--- src/rtl/stopwatch_pkg.sv ---
// Shared types and constants for the stopwatch: FSM states, BCD digits,
// the packed MM:SS.cc display word and the ripple-carry BCD increment.
package stopwatch_pkg;

    typedef enum logic [1:0] {
        IDLE  = 2'd0,
        RUN   = 2'd1,
        LAP   = 2'd2,
        PAUSE = 2'd3
    } state_t;

    typedef logic [3:0]  bcd_t;
    typedef logic [23:0] disp_t;

    localparam bcd_t  DIGIT_MAX_9 = 4'd9;
    localparam bcd_t  DIGIT_MAX_5 = 4'd5;
    localparam disp_t MAX_COUNT   = 24'h595999;

    // Digit order from LSB: cs_o, cs_t, sec_o, sec_t, min_o, min_t.
    // A digit at or above its limit rolls to 0 and carries on.
    // As a result, a corrupted digit also returns to a legal value.
    function automatic disp_t bcd_inc(input disp_t c);
        disp_t r;
        logic  carry;
        bcd_t  d;
        bcd_t  lim;
        r     = c;
        carry = 1'b1;
        for (int i = 0; i < 6; i++) begin
            d   = c[i*4 +: 4];
            lim = (i == 3 || i == 5) ? DIGIT_MAX_5 : DIGIT_MAX_9;
            if (carry) begin
                if (d >= lim) begin
                    r[i*4 +: 4] = 4'd0;
                end else begin
                    r[i*4 +: 4] = d + 4'd1;
                    carry       = 1'b0;
                end
            end
        end
        return r;
    endfunction

endpackage

--- src/rtl/tick_gen.sv ---
// Prescaler producing a one-cycle tick every CLK_HZ/TICK_HZ enabled cycles.
// The count is held while the enable is low, so partial intervals survive a pause.
module tick_gen #(
    parameter int CLK_HZ  = 100000000,
    parameter int TICK_HZ = 100
) (
    input  logic clk_in,
    input  logic rst_n,
    input  logic en,
    input  logic clr,
    output logic tick
);

    localparam int DIV = CLK_HZ / TICK_HZ;
    localparam int CW  = $clog2(DIV);
    localparam logic [CW-1:0] LAST = CW'(DIV - 1);

    logic [CW-1:0] cnt_q, cnt_d;

    assign tick = en && (cnt_q == LAST);

    always_comb begin
        cnt_d = cnt_q;
        if (clr) begin
            cnt_d = '0;
        end else if (en) begin
            cnt_d = tick ? '0 : cnt_q + 1'b1;
        end
    end

    always_ff @(posedge clk_in or negedge rst_n) begin
        if (!rst_n) begin
            cnt_q <= '0;
        end else begin
            cnt_q <= cnt_d;
        end
    end

endmodule

--- src/rtl/stopwatch_ctrl.sv ---
// Stopwatch control core. It contains the start/stop/lap/clear FSM, the saturating
// BCD MM:SS.cc counter and the registered display mux. All outputs are registered.
module stopwatch_ctrl
    import stopwatch_pkg::*;
#(
    parameter int CLK_HZ  = 100000000,
    parameter int TICK_HZ = 100
) (
    input  logic        clk_in,
    input  logic        rst_n,
    input  logic        start_stop,
    input  logic        lap,
    input  logic        clear,
    output logic [23:0] disp_bcd,
    output logic        running,
    output logic        lap_active,
    output logic        ovf,
    output state_t      state_dbg
);

    state_t state_q, state_d;
    disp_t  count_q, count_d;
    disp_t  lap_q, lap_d;
    disp_t  disp_q, disp_d;
    logic   ovf_q, ovf_d;
    logic   running_q, running_d;
    logic   lap_active_q, lap_active_d;
    logic   tick;
    logic   presc_clr;

    tick_gen #(
        .CLK_HZ (CLK_HZ),
        .TICK_HZ(TICK_HZ)
    ) u_tick (
        .clk_in(clk_in),
        .rst_n (rst_n),
        .en    (running_q),
        .clr   (presc_clr),
        .tick  (tick)
    );

    always_comb begin
        state_d   = state_q;
        count_d   = count_q;
        lap_d     = lap_q;
        ovf_d     = ovf_q;
        presc_clr = 1'b0;

        case (state_q)
            IDLE: begin
                if (start_stop) state_d = RUN;
            end
            RUN: begin
                if (start_stop) begin
                    state_d = PAUSE;
                end else if (lap) begin
                    lap_d   = count_q;
                    state_d = LAP;
                end
            end
            LAP: begin
                if (start_stop) state_d = PAUSE;
                else if (lap)   state_d = RUN;
            end
            PAUSE: begin
                // After a saturation, clear is the only way out.
                if (clear) begin
                    count_d   = '0;
                    ovf_d     = 1'b0;
                    presc_clr = 1'b1;
                    state_d   = IDLE;
                end else if (start_stop && !ovf_q) begin
                    state_d = RUN;
                end
            end
            default: state_d = IDLE;
        endcase

        // A tick occurs only in RUN or LAP, so it never collides with a clear.
        if (tick) begin
            if (count_q == MAX_COUNT) begin
                ovf_d   = 1'b1;
                state_d = PAUSE;
            end else begin
                count_d = bcd_inc(count_q);
            end
        end
    end

    assign running_d    = (state_d == RUN) || (state_d == LAP);
    assign lap_active_d = (state_d == LAP);
    assign disp_d       = (state_q == LAP) ? lap_q : count_q;

    always_ff @(posedge clk_in or negedge rst_n) begin
        if (!rst_n) begin
            state_q      <= IDLE;
            count_q      <= '0;
            lap_q        <= '0;
            disp_q       <= '0;
            ovf_q        <= 1'b0;
            running_q    <= 1'b0;
            lap_active_q <= 1'b0;
        end else begin
            state_q      <= state_d;
            count_q      <= count_d;
            lap_q        <= lap_d;
            disp_q       <= disp_d;
            ovf_q        <= ovf_d;
            running_q    <= running_d;
            lap_active_q <= lap_active_d;
        end
    end

    assign disp_bcd   = disp_q;
    assign running    = running_q;
    assign lap_active = lap_active_q;
    assign ovf        = ovf_q;
    assign state_dbg  = state_q;

endmodule

--- config.mk ---
export PLATFORM = sky130hd
export DESIGN_NAME = stopwatch_ctrl
export DESIGN_NICKNAME = d
export VERILOG_FILES = /design/src/rtl/stopwatch_pkg.sv /design/src/rtl/tick_gen.sv /design/src/rtl/stopwatch_ctrl.sv
export SDC_FILE = /design/constraint.sdc
export NUM_CORES = 1
export LEC_CHECK = 0
export ABC_AREA = 0
export BUFFER_PORTS_ARGS = -buffer_cell sky130_fd_sc_hd__buf_2
export CORE_ASPECT_RATIO = 2
export CORE_MARGIN = 4
export CORE_UTILIZATION = 50
export CTS_CLUSTER_SIZE = 25
export DETAILED_ROUTE_END_ITERATION = 8
export PLACE_DENSITY = 0.68
export SYNTH_ARGS = -nofsm -noshare
export SYNTH_HDL_FRONTEND = slang
export SYNTH_SLANG_ARGS = --single-unit
export TNS_END_PERCENT = 100
--- constraint.sdc ---
create_clock -name clk_in -period 6.4 [get_ports clk_in]
set_input_delay 0.96 -clock clk_in [delete_from_list [all_inputs] [get_ports clk_in]]
set_output_delay 0.96 -clock clk_in [all_outputs]
set_load 0.01 [all_outputs]
# --- Word level (Yosys, flattened, before mapping) ---
# Cells that the tools add are included.
word_totals:
  ff_bits: 97
  out_inout_bits: 29
  wordCells: 100
op_classes:
  addsub: 7
  order_cmp: 6
  eq_ne: 12
  n_mux: 54
  bitwise: 1
  reduce_logical: 7
op_table:
  columns: ["op", "n"]
  rows:
  - ["$mux 24", 5]
  - ["$mux 20", 3]
  - ["$mux 4", 11]
  - ["$mux 1", 25]
  - ["$add 4x1->4 const B", 6]
  - ["$eq 24x23->1 const B", 1]
  - ["$add 20x1->20 const B", 1]
  - ["$eq 20x20->1 const B", 1]
  - ["$mux 2", 9]
  - ["$ge 4x4->1 const B", 4]
  - ["$ne 3x3->1 const B", 5]
  - ["$ge 4x3->1 const B", 2]
  - ["$pmux 2 s4", 1]
  - ["$eq 2x2->1 const B", 3]
  - ["$eq 2x1->1 const B", 2]
  - ["$reduce_and 3->1", 1]
  - ["$logic_and 1x1->1", 2]
  - ["$logic_not 2->1", 1]
  - ["$reduce_bool 2->1", 1]
  - ["$logic_not 1->1", 1]
  - ["$logic_or 1x1->1", 1]
  - ["$not 1->1", 1]

# --- Logic depth before layout (Yosys ltp) ---
logic_depth:
  ltp_word: 19
  mapped_depth: 9
  mapped_depth_nobuf: 9

# --- Cells and area by module ---
# Synthesis repeated with hierarchy kept, for this count alone.
unflattened:
  hier_cells: 436
  hier_area_um2: 4715.8
by_module_without_submodules:
  columns: ["module", "instances", "cells_each", "area_each_um2"]
  rows:
  - ["stopwatch_ctrl", 1, 317, 3624.7]
  - ["tick_gen", 1, 119, 1091.0]

# --- Worst setup path after synthesis ---
# Ideal clock, no wire load.
synth_timing:
  path_type: "input port to flip-flop"
  from: "input port lap"
  to: "register lap_q[10]"
  t_arrival_ns: 2.148
  t_required_ns: 6.275
  slack_ns: 4.128
  cell_stages: 4
  n_path_buf: 2
  cell_sequence: "nor4bb_1 > clkbuf_1 > clkbuf_1 > mux2_2"
synth_between:
  elab_chain_cells: 1
synth_rtl:
  columns: ["element", "line_no", "source"]
  rows:
  - ["from (decl)", "stopwatch_ctrl.sv:12", "input logic lap,"]
  - ["$reduce_and 3->1 (no line)", null, null]
  - ["to (signal assigned)", "stopwatch_ctrl.sv:106", "lap_q <= lap_d;"]
  - ["to (decl)", "stopwatch_ctrl.sv:23", "disp_t lap_q, lap_d;"]
# Every way passes these cells.
# A chain may end at the register's enable or synchronous reset.

# --- Final worst setup path ---
layout_timing:
  from: "register u_tick.cnt_q[11]"
  to: "register count_q[23]"
layout_between:
  elab_chain_cells: 3
  word_cells_on_any_way: 4
layout_rtl:
  columns: ["element", "line_no", "source"]
  rows:
  - ["from (decl)", "tick_gen.sv:18", "logic [CW-1:0] cnt_q, cnt_d;"]
  - ["from (signal assigned)", "tick_gen.sv:35", "cnt_q <= cnt_d;"]
  - ["$eq 20x20->1 (*)", "tick_gen.sv:20", "assign tick = en && (cnt_q == LAST);"]
  - ["$logic_and 1x1->1 (*)", "tick_gen.sv:20", null]
  - ["$ne 3x3->1 (no line) or $mux 24 (tied branches)", null, null]
  - ["to (signal assigned)", "stopwatch_ctrl.sv:105", "count_q <= count_d;"]
  - ["to (decl)", "stopwatch_ctrl.sv:22", "disp_t count_q, count_d;"]
# Every way passes the cells marked *; elsewhere a longest branch is shown, timed or not.

==> results.yml <==
sta:
  hold_viol: 0
  fmax_ghz: 0.376
  setup_tns_ns: 0
  slew_viol_final: 0
  min_period_ns: 2.66
  fin_skew_ns: 0.00799
  setup_viol: 0
  max_slew_margin_pct: 15.4
  rsz0062_at_grt: "false"
  worst_pin_slew_ns: 1.26
  fin_crit_sh_pct: 41.6
die:
  io_pins: 34
  initial_core_util_pct: 50.7
  rows: 50
  die_w_um: 76.8
  fp.dieArea_mm2: 0.0112
  core_mm2: 0.00932
  fp.dieH_um: 146
clock_tree:
  cts.sinks: 97
  clk_pin_slew_ns: 0.07
  cts.path.max_buffers: 2
  h-tree-depth: 3
  clk_latency_ns: 0.34
  cts_buffers: 9
  cts_setup_buffers: 0
  cts-root-buf: "clkbuf_16"
  cts_tree: "done"
  ctsResizeCount: 0
  hold_buffers: 0
yosys:
  synth.avg_cell_area_um2: 10.7
  synth_area_mm2: 0.00473
  ys.flop_type: "dfrtp_1"
  synth_cells: 441
  seq_area_frac_synth_pct: 51.3
  synth_seq_cells: 97
  yosysUniqueCellTypes: 48
  yosysWarnings: 0
  async_reset_ff_share_pct: 100
  syn_nets: 466
  synth-edff-count: 0
place:
  numPortBuffers: 33
  gp_congestion: 0.782
  placed_cells: 564
  dp_hpwl_um: 6910
worst_setup_path:
  worst-path-max-fanout: 12
  r2r_start: "u_tick.cnt_q[11]$_DFFE_PN0P_"
  startpoint_type: "flop"
  end_kind: "flop"
  cp.arrival_ns: 2.89
  cp-startpoint: "u_tick.cnt_q[11]$_DFFE_PN0P_"
  worstSetupPathType: "reg -> reg"
  cp.required_ns: 6.63
global_route:
  gr-usage-all-layers_pct: 18.7
  grt_pass1_wl_um: 16700
  antenna_found_initial: 0
  grt_pass1_vias: 3482
  overflow: 0
  grt_max_degree: 73
power_and_ir_drop:
  power_uw: 1460
  vdd_ir_drop_max_uv: 170
  cellPowerDensity_mw_per_mm2: 276
  p_leak_uw: 0.00251
cells_and_area:
  syn2layout_area_growth_pct: 11.4
  nets: 496
  drive_gt1_share_pct: 20.4
  instances_no_fill: 580
  diodes: 0
worst_hold_path:
  min_path_type: "reg -> reg"
  hold_start: "lap_q[5]$_DFFE_PN0P_"
drt:
  wl_per_cell_um: 16.7
  drt-initial-drc-count: 267
  ant_nets: 0
  vias_per_cell: 5.77
  drc_errors: 0
  dr_total_vias: 3349
  drt_first_pass_iters: 5
  routed_wl_um: 9700
outcome:
  outcome: "completed"
job:
  maxCapViolCount: 0
==> worst max-delay path, stage by stage, from the launching register on <==
cell	delay, ns
dfrtp_1	0.42
or4b_4	0.57
or4_1	0.47
o21ai_1	0.73
o21ai_0	0.20
o2bb2ai_1	0.17
==> where the power goes <==
part | leakage (uW) | switching [uW] | internal [uW]
Sequential | 0.00134 | 42.7 | 650
Clock | 0.000131 | 225 | 284
Combinational | 0.00104 | 169 | 85.6
Total | 0.00251 | 437 | 1020
==> state kept, by name, summed over array words and instances, names as in the netlist <==
name / count
count_q: 24
disp_bcd: 24
lap_active: 1
lap_q: 24
ovf: 1
running: 1
state_dbg: 2
u_tick.cnt_q: 20
==> per-stage QoR <==
step	instance area [um2]	hold slack, ns	util (%)	worst slack [ns]
5_1_grt	5270	0.499	56.5	3.47
3_5_place_dp	4990	0.465	53.5	3.57
2_1_floorplan	4730	0.446	-	4.13
4_1_cts	5270	0.479	56.5	3.70
6_report	5270	0.474	56.5	3.74
3_3_place_gp	4990	0.457	53.5	3.64
==> final timing paths <==
| check | slack (ns) | end | cells after the start |
|---|---|---|---|
| setup / recovery | 3.74 | count_q[23]$_DFFE_PN0P_ | 5 |
| hold / removal | 0.47 | disp_bcd[5]$_DFF_PN0_ | 2 |
| setup reg to reg | 3.74 | count_q[23]$_DFFE_PN0P_ | 5 |
| hold reg to reg | 0.47 | disp_bcd[5]$_DFF_PN0_ | 2 |
| max in group asynchronous | 4.69 | u_tick.cnt_q[9]$_DFFE_PN0P_ | 2 |
| min in group asynchronous | 0.52 | disp_bcd[13]$_DFF_PN0_ | 1 |
==> cell type report <==
cell class | instances | area [um2]
clock inverter | 4 | 27.5
multi-input combinational | 300 | 2140
sequential | 97 | 2430
clock buffer | 12 | 256
timing repair buffer | 36 | 190
fill | 801 | 4050
inverter | 27 | 101
tap | 104 | 130
==> cell families (layout without fill, tap and decap cells) <==
| kind of cell | Yosys count | count (layout) | share of synthesized area [%] |
|---|---|---|---|
| AND/OR/NAND/NOR | 151 | 151 | 17.5 |
| flip-flops | 97 | 97 | 51.3 |
| AO/OA/AOI/OAI | 75 | 75 | 10.1 |
| buffers and inverters | 44 | 79 | 3.86 |
| multiplexers | 41 | 41 | 9.60 |
| adder cells (fa/ha/maj) | 20 | 20 | 5.29 |
| XOR/XNOR | 13 | 13 | 2.41 |
==> routing by layer <==
layer	vias up	part of all wire, %	wire length (um)	track usage, %
met1	1665	38	3730	20.2
met4	0	2.6	254	8.62
met2	48	57	5530	34.9
li1	1620	-	-	-
met3	16	2.0	193	2.91
met5	-	0	0	0
==> placed cells by master (no fill, tap or decap), types with 3 or more instances in the layout <==
master and instances:
a31oi_1 7, nand2_1 37, inv_1 27, clkbuf_16 9, nand2b_1 6, or3_1 5
xnor2_1 4, buf_4 4, a22o_1 4, nand4_1 10, o2bb2ai_1 3, nor4_1 5
dfrtp_1 97, nor3b_1 4, nand4b_1 3, ha_1 20, mux2_2 35, buf_2 32
xor2_1 9, mux2i_1 6, o21ai_0 31, and3_1 8, o21a_1 3, o21ai_1 4
clkinvlp_4 3, o22ai_1 3, nand3_1 30, nor2_1 22, nor2b_1 3, a21oi_1 8
nor3_1 4
==> synthesized netlist by cell type, types with 5 or more instances <==
cell       n  area [um2]
a31oi_1    7        43.8
ha_1      20         250
nor4_1     5        31.3
dfrtp_1   97        2430
o21ai_0   31         155
xor2_1     9        78.8
nand2_1   37         139
nand2b_1   6        37.5
and3_1     8        50.1
mux2_2    35         394
inv_1     27         101
or3_1      5        31.3
mux2i_1    6        60.1
nor2_1    22        82.6
a21oi_1    8        40.0
nand3_1   30         150
clkbuf_1  13        48.8
nand4_1   10        62.6
No activity file was read; power rests on OpenSTA's default activity.
